===== config.mk =====
export PLATFORM = sky130hd
export DESIGN_NAME = divisor_feeder
export DESIGN_NICKNAME = d
export VERILOG_FILES = /design/src/rtl/divisor_pkg.sv /design/src/rtl/divisor_req_fifo.sv /design/src/rtl/divisor_feeder.sv
export SDC_FILE = /design/constraint.sdc
export NUM_CORES = 1
export LEC_CHECK = 0
export CAP_MARGIN = 20
export CORE_AREA = 2 2 188 190
export CTS_CLUSTER_SIZE = 14
export DETAILED_ROUTE_END_ITERATION = 8
export DIE_AREA = 0 0 190 192
export PLACE_DENSITY = 0.85
export SLEW_MARGIN = 20
export SYNTH_ARGS = -nofsm -noshare
export SYNTH_HDL_FRONTEND = slang
export SYNTH_HIERARCHICAL = 1
export SYNTH_SLANG_ARGS = --single-unit

===== constraint.sdc =====
create_clock -name CLK -period 8.74 [get_ports CLK]
set_clock_uncertainty 0.05 [all_clocks]
set_input_delay 1.748 -clock CLK [delete_from_list [all_inputs] [get_ports CLK]]
set_output_delay 1.748 -clock CLK [all_outputs]
set_load 0.05 [all_outputs]

===== src/rtl/divisor_pkg.sv =====
// divisor_pkg: shared types for the divider request feeder
package divisor_pkg;
    localparam int W_DATA = 32;
    localparam int W_TAG  = 4;

    typedef enum logic [1:0] {
        ERR_OK      = 2'b00,
        ERR_DIV0    = 2'b01,
        ERR_TIMEOUT = 2'b10,
        ERR_OVF     = 2'b11
    } err_t;

    typedef enum logic [1:0] {
        S_IDLE,
        S_ISSUE,
        S_WAIT,
        S_HOLD
    } state_t;

    typedef struct packed {
        logic [W_DATA-1:0] num;
        logic [W_DATA-1:0] den;
        logic [W_TAG-1:0]  tag;
    } req_t;
endpackage


===== src/rtl/divisor_req_fifo.sv =====
// divisor_req_fifo: request FIFO with the head visible combinationally
module divisor_req_fifo
    import divisor_pkg::*;
#(
    parameter int DEPTH = 4,
    localparam int AW   = $clog2(DEPTH)
)(
    input  logic        i_clk,
    input  logic        i_rst,
    input  logic        i_push,
    input  logic        i_pop,
    input  req_t        i_data,
    output req_t        o_head,
    output logic [AW:0] o_count,
    output logic        o_full,
    output logic        o_empty
);
    req_t          r_mem [DEPTH];
    logic [AW-1:0] r_wr;
    logic [AW-1:0] r_rd;
    logic [AW:0]   r_count;
    logic          w_push;
    logic          w_pop;

    assign w_push  = i_push && !o_full;
    assign w_pop   = i_pop && !o_empty;
    assign o_head  = r_mem[r_rd];
    assign o_count = r_count;
    assign o_full  = r_count == (AW+1)'(DEPTH);
    assign o_empty = r_count == '0;

    always_ff @(posedge i_clk) begin
        if (w_push)
            r_mem[r_wr] <= i_data;
    end

    // Power-of-two depth lets the pointers wrap by plain overflow.
    always_ff @(posedge i_clk) begin
        if (i_rst) begin
            r_wr    <= '0;
            r_rd    <= '0;
            r_count <= '0;
        end else begin
            r_wr    <= r_wr + AW'(w_push);
            r_rd    <= r_rd + AW'(w_pop);
            r_count <= r_count + (AW+1)'(w_push) - (AW+1)'(w_pop);
        end
    end
endmodule


===== src/rtl/divisor_feeder.sv =====
// divisor_feeder: queues signed divide requests, filters div0/overflow,
// drives the iterative divider and returns tagged results with an error code
module divisor_feeder
    import divisor_pkg::*;
#(
    parameter int tamanyo = W_DATA,
    parameter int TAG_W   = W_TAG,
    parameter int DEPTH   = 4,
    parameter int TIMEOUT = 72
)(
    input  logic                    CLK,
    input  logic                    RST,
    input  logic                    in_valid,
    output logic                    in_ready,
    input  logic [tamanyo-1:0]      in_num,
    input  logic [tamanyo-1:0]      in_den,
    input  logic [TAG_W-1:0]        in_tag,
    output logic                    div_start,
    output logic [tamanyo-1:0]      div_num,
    output logic [tamanyo-1:0]      div_den,
    input  logic [tamanyo-1:0]      div_coc,
    input  logic [tamanyo-1:0]      div_res,
    input  logic                    div_done,
    output logic                    out_valid,
    input  logic                    out_ready,
    output logic [tamanyo-1:0]      out_coc,
    output logic [tamanyo-1:0]      out_res,
    output logic [TAG_W-1:0]        out_tag,
    output logic [1:0]              out_err,
    output logic [$clog2(DEPTH):0]  count
);
    localparam int                 TW       = $clog2(TIMEOUT);
    localparam logic [TW-1:0]      T_LAST   = TW'(TIMEOUT - 1);
    localparam logic [tamanyo-1:0] MOST_NEG = {1'b1, {(tamanyo-1){1'b0}}};

    state_t        r_state;
    logic [TW-1:0] r_timer;
    req_t          w_in;
    req_t          w_head;
    logic          w_full;
    logic          w_empty;
    logic          w_pop;

    assign w_in     = '{num: in_num, den: in_den, tag: in_tag};
    assign w_pop    = (r_state == S_IDLE) && !w_empty;
    assign in_ready = !w_full;

    divisor_req_fifo #(.DEPTH(DEPTH)) u_fifo (
        .i_clk   (CLK),
        .i_rst   (RST),
        .i_push  (in_valid && in_ready),
        .i_pop   (w_pop),
        .i_data  (w_in),
        .o_head  (w_head),
        .o_count (count),
        .o_full  (w_full),
        .o_empty (w_empty)
    );

    always_ff @(posedge CLK) begin
        if (RST) begin
            r_state   <= S_IDLE;
            r_timer   <= '0;
            div_start <= 1'b0;
            div_num   <= '0;
            div_den   <= '0;
            out_valid <= 1'b0;
            out_coc   <= '0;
            out_res   <= '0;
            out_tag   <= '0;
            out_err   <= ERR_OK;
        end else begin
            div_start <= 1'b0;
            case (r_state)
                S_IDLE: if (!w_empty) begin
                    out_tag <= w_head.tag;
                    if (w_head.den == '0) begin
                        out_coc   <= '0;
                        out_res   <= w_head.num;
                        out_err   <= ERR_DIV0;
                        out_valid <= 1'b1;
                        r_state   <= S_HOLD;
                    end else if (w_head.num == MOST_NEG && w_head.den == '1) begin
                        out_coc   <= w_head.num;
                        out_res   <= '0;
                        out_err   <= ERR_OVF;
                        out_valid <= 1'b1;
                        r_state   <= S_HOLD;
                    end else begin
                        div_num   <= w_head.num;
                        div_den   <= w_head.den;
                        div_start <= 1'b1;
                        r_state   <= S_ISSUE;
                    end
                end
                S_ISSUE: begin
                    r_timer <= '0;
                    r_state <= S_WAIT;
                end
                S_WAIT: if (div_done) begin
                    out_coc   <= div_coc;
                    out_res   <= div_res;
                    out_err   <= ERR_OK;
                    out_valid <= 1'b1;
                    r_state   <= S_HOLD;
                end else if (r_timer == T_LAST) begin
                    out_coc   <= '0;
                    out_res   <= '0;
                    out_err   <= ERR_TIMEOUT;
                    out_valid <= 1'b1;
                    r_state   <= S_HOLD;
                end else begin
                    r_timer <= r_timer + 1'b1;
                end
                S_HOLD: if (out_ready) begin
                    out_valid <= 1'b0;
                    r_state   <= S_IDLE;
                end
                default: r_state <= S_IDLE;
            endcase
        end
    end
endmodule


==> flow_summary.ini, run 1 <==
[setup_path]
cp_common_cell = buf_4
critPathBufInv = 2
max_stage_delay_ns = 0.94
path_delay_family = simple AND/OR/NAND/NOR gates
critical-path-slowest-cell = dfxtp_4
required_ns = 9.13
worstPathArrival_ns = 5.38
critical_path.cell_chain = buf_4 -> mux4_2 -> or4_1 -> nor4_1 -> and4_2 -> buf_4 -> o21ai_0 -> a21oi_1
critPathLaunchType = flop
crit_type = flop to flop
cp_max_fo = 44
endpoint_kind = flop

[pwr]
powerDensity_nw_per_um2 = 345.4
max-vdd-ir-drop_v = 0.0003218
leakage_nw = 7.351

[cells_and_area]
syn_to_final_growth_pct = 24.79
post-route-util = 0.6469
nFillCells = 2469
finalNetCount = 1642
drive_gt1_frac = 0.1581

[die]
die_x_um = 190
die_area_sq_um = 36480
rows = 68
start_util = 0.5184
coreArea_sq_um = 34290
io_pins = 277
chipHeight_um = 192

[place]
dp.final_hpwl_mm = 30.77
portBuffers = 276
gp_congestion = 0.8238

[global_route]
grt_start_max_net_pins = 116
grt_pass1_wl_mm = 73.28
grt_pass1_vias = 11920
antenna_found_initial = 4
gr-total-overflow = 0
track_usage = 0.2660

[status]
status = completed

[logic_synthesis]
synthAdderAreaFrac = 0.006758
synth-edff-count = 272
synth_flop_cell = edfxtp_1
yosys_warnings = 6
seq_area_frac_synth = 0.6307
ys_types = 53
netlist_instances = 1266
synth-simple-area-share = 0.1026
synth_nets = 1412
synth_compound_area_frac = 0.07807
synth.avg_cell_area_sq_um = 14.04
synthArstFlopShare = 0
synth_top_family_by_area = multiplexers
synthMuxAreaShare = 0.1416
syn_area_sq_um = 17770
synth_xor_area_frac = 0.004927
ys_seq_elements = 424

[timing]
finalMaxSlewViolations = 0
fin_crit_ns = 4.982
finalHoldViolations = 0
worstMarginPinSlew_ns = 1.093
setup_tns_ns = 0
finalCritPeriodShare = 0.5700
relSlewSlack = 0.2714
setup_viol = 0
max_freq_mhz = 200.7
rsz0062_at_grt = false

[clock_tree]
cts_tree = yes
path_clk_slew_ns = 0.06
cts_resized = 0
postCtsSetupRepairBufs = 0
clockRootBuffer = clkbuf_16
postCtsHoldBufs = 0
cts.sinks = 424
htree_levels = 2
numCtsBuffers = 44
cts_max_path_buffers = 3
insertion_delay_ns = 0.54

[detailed_routing]
wl_per_cell_um = 24.68
drcViolationCount = 0
vias = 12290
drtAntennaViolNets = 0
first_iter_violations = 1031
dr.pass1.iters = 5
routed_wl_mm = 49.07
vias_per_cell = 6.181

[flow_run]
maxCapViolations = 0

[min_path]
worstHoldPathType = flop to flop
==> tightest hold or removal path, delay by kind of cell, from the launching register on <==
kind | cells | cell delay (ns)
and+or+nand+nor | 1 | 0.05
DFF | 1 | 0.31
AOI/OAI and AO/OA | 1 | 0.05
==> layout make-up <==
class / instances / area [sq um] / area share
clock inverters: 15 / 141.4 / 0.006374
flip-flops and latches: 424 / 11220 / 0.5058
repair buffers: 294 / 2910 / 0.1312
clock buffers: 66 / 1316 / 0.05934
inverters: 8 / 31.28 / 0.001410
diodes: 2 / 5.005 / 0.0002256
multi-input cells: 724 / 5988 / 0.2700
well taps: 455 / 569.3 / 0.02567
==> per-layer routing <==
layer,vias to the layer above,GRT usage,wire length [um]
li1,5363,-,-
met1,6098,0.3744,19770
met2,729,0.4229,22840
met3,93,0.05481,5140
met4,4,0.07305,1295
met5,-,0,28
==> power breakdown <==
group / switching [mW] / internal, mW / leakage (nW)
logic: 1.96 / 1.05 / 2.90
registers: 0.233 / 2.56 / 3.72
clock network: 0.758 / 1.10 / 0.723
total: 2.95 / 4.71 / 7.35
==> cell usage after synthesis (3+ instances only) <==
| master | count | area [sq um] |
|---|---|---|
| nor2_1 | 16 | 60.06 |
| nor4_1 | 14 | 87.58 |
| nor2b_1 | 73 | 456.7 |
| o21ai_0 | 70 | 350.3 |
| xor2_1 | 8 | 70.07 |
| mux4_2 | 68 | 1531 |
| o211ai_1 | 34 | 255.2 |
| nand4b_1 | 3 | 26.28 |
| o2111ai_1 | 3 | 26.28 |
| nand3_1 | 128 | 640.6 |
| clkbuf_2 | 3 | 15.01 |
| ha_1 | 8 | 100.1 |
| buf_2 | 9 | 45.04 |
| inv_1 | 7 | 26.28 |
| nand2_1 | 13 | 48.80 |
| buf_6 | 7 | 78.83 |
| and3_1 | 3 | 18.77 |
| buf_12 | 7 | 140.1 |
| nor3_1 | 4 | 20.02 |
| a21oi_1 | 136 | 680.7 |
| mux2_2 | 7 | 78.83 |
| buf_1 | 12 | 45.04 |
| dfxtp_1 | 152 | 3043 |
| and4_1 | 5 | 43.79 |
| edfxtp_1 | 272 | 8168 |
| nand4_1 | 41 | 256.5 |
| mux2_4 | 59 | 885.9 |
| clkbuf_1 | 71 | 266.5 |
==> cell families after synthesis <==
group | count (synthesis)
AOI/OAI and AO/OA | 251
buffers and inverters | 118
xor gates and xnor gates | 10
and+or+nand+nor | 318
muxes | 136
adders and majority gates | 9
DFF | 424
==> layout by cell type (no fill, tap or decap), drive strengths merged, types with 34 or more instances in the layout <==
master	Yosys	layout
a21oi	136	136
clkbuf	74	66
clkdlybuf4s50	0	274
dfxtp	152	152
edfxtp	272	272
mux2	66	66
mux4	68	68
nand3	128	128
nand4	41	41
nor2b	73	73
o211ai	34	34
o21ai	72	72
==> registers in the layout (all words and copies together), names as in the netlist <==
| register | count |
|---|---|
| r_state | 2 |
| u_fifo/r_wr | 2 |
| u_fifo/o_count | 3 |
| out_valid | 1 |
| out_coc | 32 |
| u_fifo/r_rd | 2 |
| r_timer | 7 |
| div_num | 32 |
| out_err | 2 |
| out_tag | 4 |
| u_fifo/r_mem | 272 |
| div_den | 32 |
| div_start | 1 |
| out_res | 32 |
==> per-stage QoR <==
stage	cells	worst slack, ns	hold WS [ns]	cell area [sq um]	power, mW
2_1_floorplan	1266	1.121	0.4160	17770	4.865
3_3_place_gp	1904	3.711	0.3972	20690	5.746
3_5_place_dp	1904	3.691	0.4002	20690	5.810
4_1_cts	1985	3.665	0.4083	22150	7.674
5_1_grt	1988	3.413	0.4194	22180	7.956
6_report	1988	3.758	0.4075	22180	7.661
==> worst paths after layout <==
| path | end | slack (ns) | cells after the start | from |
|---|---|---|---|---|
| min reg2reg | out_tag[2] | 0.41 | 2 | out_tag[2] |
| max reg2reg | div_den[5] | 3.76 | 8 | u_fifo/r_rd[0] |
| max | div_den[5] | 3.76 | 8 | u_fifo/r_rd[0] |
| min | out_tag[2] | 0.41 | 2 | out_tag[2] |
No activity file was read; power rests on OpenSTA's default activity.
==> run 2, diff against run 1 <==
==> constraint.sdc (replaced) <==
create_clock -name CLK -period 4.77 [get_ports CLK]
set_clock_uncertainty 0.05 [all_clocks]
set_input_delay 0.954 -clock CLK [delete_from_list [all_inputs] [get_ports CLK]]
set_output_delay 0.954 -clock CLK [all_outputs]
set_load 0.05 [all_outputs]
==> run 2 against run 1 <==
  * Power up 81%
  * Via count is 0.43% lower
  * Wire length is 2.2% lower
  * Sequential cell count unchanged
  * Count of clock-buffer cells in the layout decreased by 8
  * Critical path depth rose by 1
  * Sequential power grew 82%
  * Design area is 0.38% higher
  * Largest cell class unchanged
==> flow_summary.ini, run 2 (synthesis gave the netlist of run 1 again) <==
[status]
status = completed

[pwr]
finalPower_mw = 13.87
power_switching_share = 0.3863
powerDensity_nw_per_um2 = 622.9
p_clk_frac = 0.231
internal_power_mw = 8.512
p_seq_frac = 0.367
leakage_nw = 7.375
max-vdd-ir-drop_v = 0.0004224
combPwrFrac = 0.402
power_switching_mw = 5.358

[detailed_routing]
vias = 12230
drcViolationCount = 0
wl_per_cell_um = 24.00
dr.pass1.iters = 5
routed_wl_mm = 48.02
drtAntennaViolNets = 0
first_iter_violations = 1260
vias_per_cell = 6.114

[cells_and_area]
syn_to_final_growth_pct = 25.26
finalNonFillerCells = 2001
multi_input_area_sq_um = 6001
regArea_sq_um = 11220
top_register = u_fifo/r_mem
mostFrequentLayoutCell = clkdlybuf4s50_1
final_cell_mix = clkdlybuf4s50_1 (274), edfxtp_1 (272), dfxtp_1 (150), a21oi_1 (135), nand3_1 (128)
fin_area_sq_um = 22270
finalNetCount = 1653
nFillCells = 2432
largest_register_ffs = 272
post-route-util = 0.6494
drive_gt1_frac = 0.1582

[clock_tree]
htree_levels = 2
cts_max_path_buffers = 3
postCtsSetupRepairBufs = 0
cts_tree = yes
insertion_delay_ns = 0.54
postCtsHoldBufs = 0
numCtsBuffers = 44
clockRootBuffer = clkbuf_16
path_clk_slew_ns = 0.06
cts_resized = 0
cts.sinks = 424

[timing]
finalHoldViolations = 0
fin_crit_ns = 3.976
setup_viol = 0
hold_ws_ns = 0.4042
relSlewSlack = 0.3217
setup_tns_ns = 0
worstMarginPinSlew_ns = 1.016
finalCritPeriodShare = 0.8335
finalMaxSlewViolations = 0
max_freq_mhz = 251.5
fin_ws_ns = 0.7940
rsz0062_at_grt = false

[die]
start_util = 0.5184
rows = 68
chipHeight_um = 192
die_x_um = 190
die_area_sq_um = 36480
io_pins = 277
coreArea_sq_um = 34290

[setup_path]
critPathLaunchType = flop
required_ns = 5.13
endpoint = out_res[30]
rrSetupSlack_ns = 0.79
reg2reg_from = u_fifo/r_rd[0]
worstPathArrival_ns = 4.34
reg2reg_depth = 9
r2r-end = out_res[30]
endpoint_kind = flop
crit_type = flop to flop
critPathLaunch = u_fifo/r_rd[0]
cp_max_fo = 64

[place]
portBuffers = 276
preCtsSetupSlack_ns = 0.7889
dp.final_hpwl_mm = 31.30
post_dp_cell_area_sq_um = 20890
placed_cells = 1915
gp_congestion = 0.8877

[global_route]
gr-total-overflow = 0
grt_start_max_net_pins = 129
track_usage = 0.2597
grt_pass1_wl_mm = 71.59
grt_pass1_vias = 12070
antenna_found_initial = 6

[min_path]
worstHoldPathType = flop to flop
holdPathStages = 2

[flow_run]
maxCapViolations = 0
## run 2: cell count changes in the layout (fill, tap and decap cells not counted), moves of 2 or more
| cell | previous run | this run |
|---|---|---|
| clkbuf_16 | 46 | 44 |
| buf_12 | 1 | 8 |
| clkinv_1 | 2 | 8 |
| buf_4 | 16 | 20 |
| clkbuf_8 | 9 | 1 |
| nor3b_4 | 0 | 2 |
| clkbuf_1 | 11 | 13 |
| nor3b_2 | 3 | 1 |
| diode_2 | 2 | 4 |
## run 2: area by class of cell
class | count | share of cell area
inverters | 8 | 0.001349
clock buffers | 58 | 0.05226
flip-flops and latches | 424 | 0.5039
multi-input cells | 724 | 0.2695
repair buffers | 305 | 0.1391
diodes | 4 | 0.0004496
clock inverters | 23 | 0.007924
well taps | 455 | 0.02557
## run 2: how the worst min path moves through the flow
stage / end / slack [ns] / start
final: out_tag[0] / 0.40 / out_tag[0]
after global routing: out_tag[0] / 0.43 / out_tag[0]
after CTS: out_tag[3] / 0.41 / out_tag[3]
after detailed placement: out_tag[0] / 0.40 / out_tag[0]
after global placement: out_tag[0] / 0.40 / out_tag[0]
after floorplan: r_state[0] / 0.42 / r_state[0]
## run 2: worst max-delay path, cell delays in order, from the launching register on
cell	delay (ns)
dfxtp_4	0.64
buf_4	0.36
mux4_2	0.59
nor4_1	0.61
nand4_1	0.19
buf_4	0.29
o21ai_1	0.32
o21ai_4	0.10
buf_12	0.26
mux2_4	0.35
## run 2: routing by layer
metal  routed length, um  track usage  vias up
li1                    -            -     5376
met1               18770       0.3536     6033
met2               22910       0.4264      729
met3                5071      0.05189       92
met4                1233      0.07394        4
met5                  29            0        -
## run 2: power by group through the flow
stage          sequential (mW)  combinational [mW]  clock [mW]
5_1_grt                   5.17                5.87        3.38
3_5_place_dp              5.16                5.54           0
6_report                  5.10                5.57        3.20
2_1_floorplan             6.25                2.64           0
3_3_place_gp              5.13                5.44           0
4_1_cts                   5.10                5.57        3.24
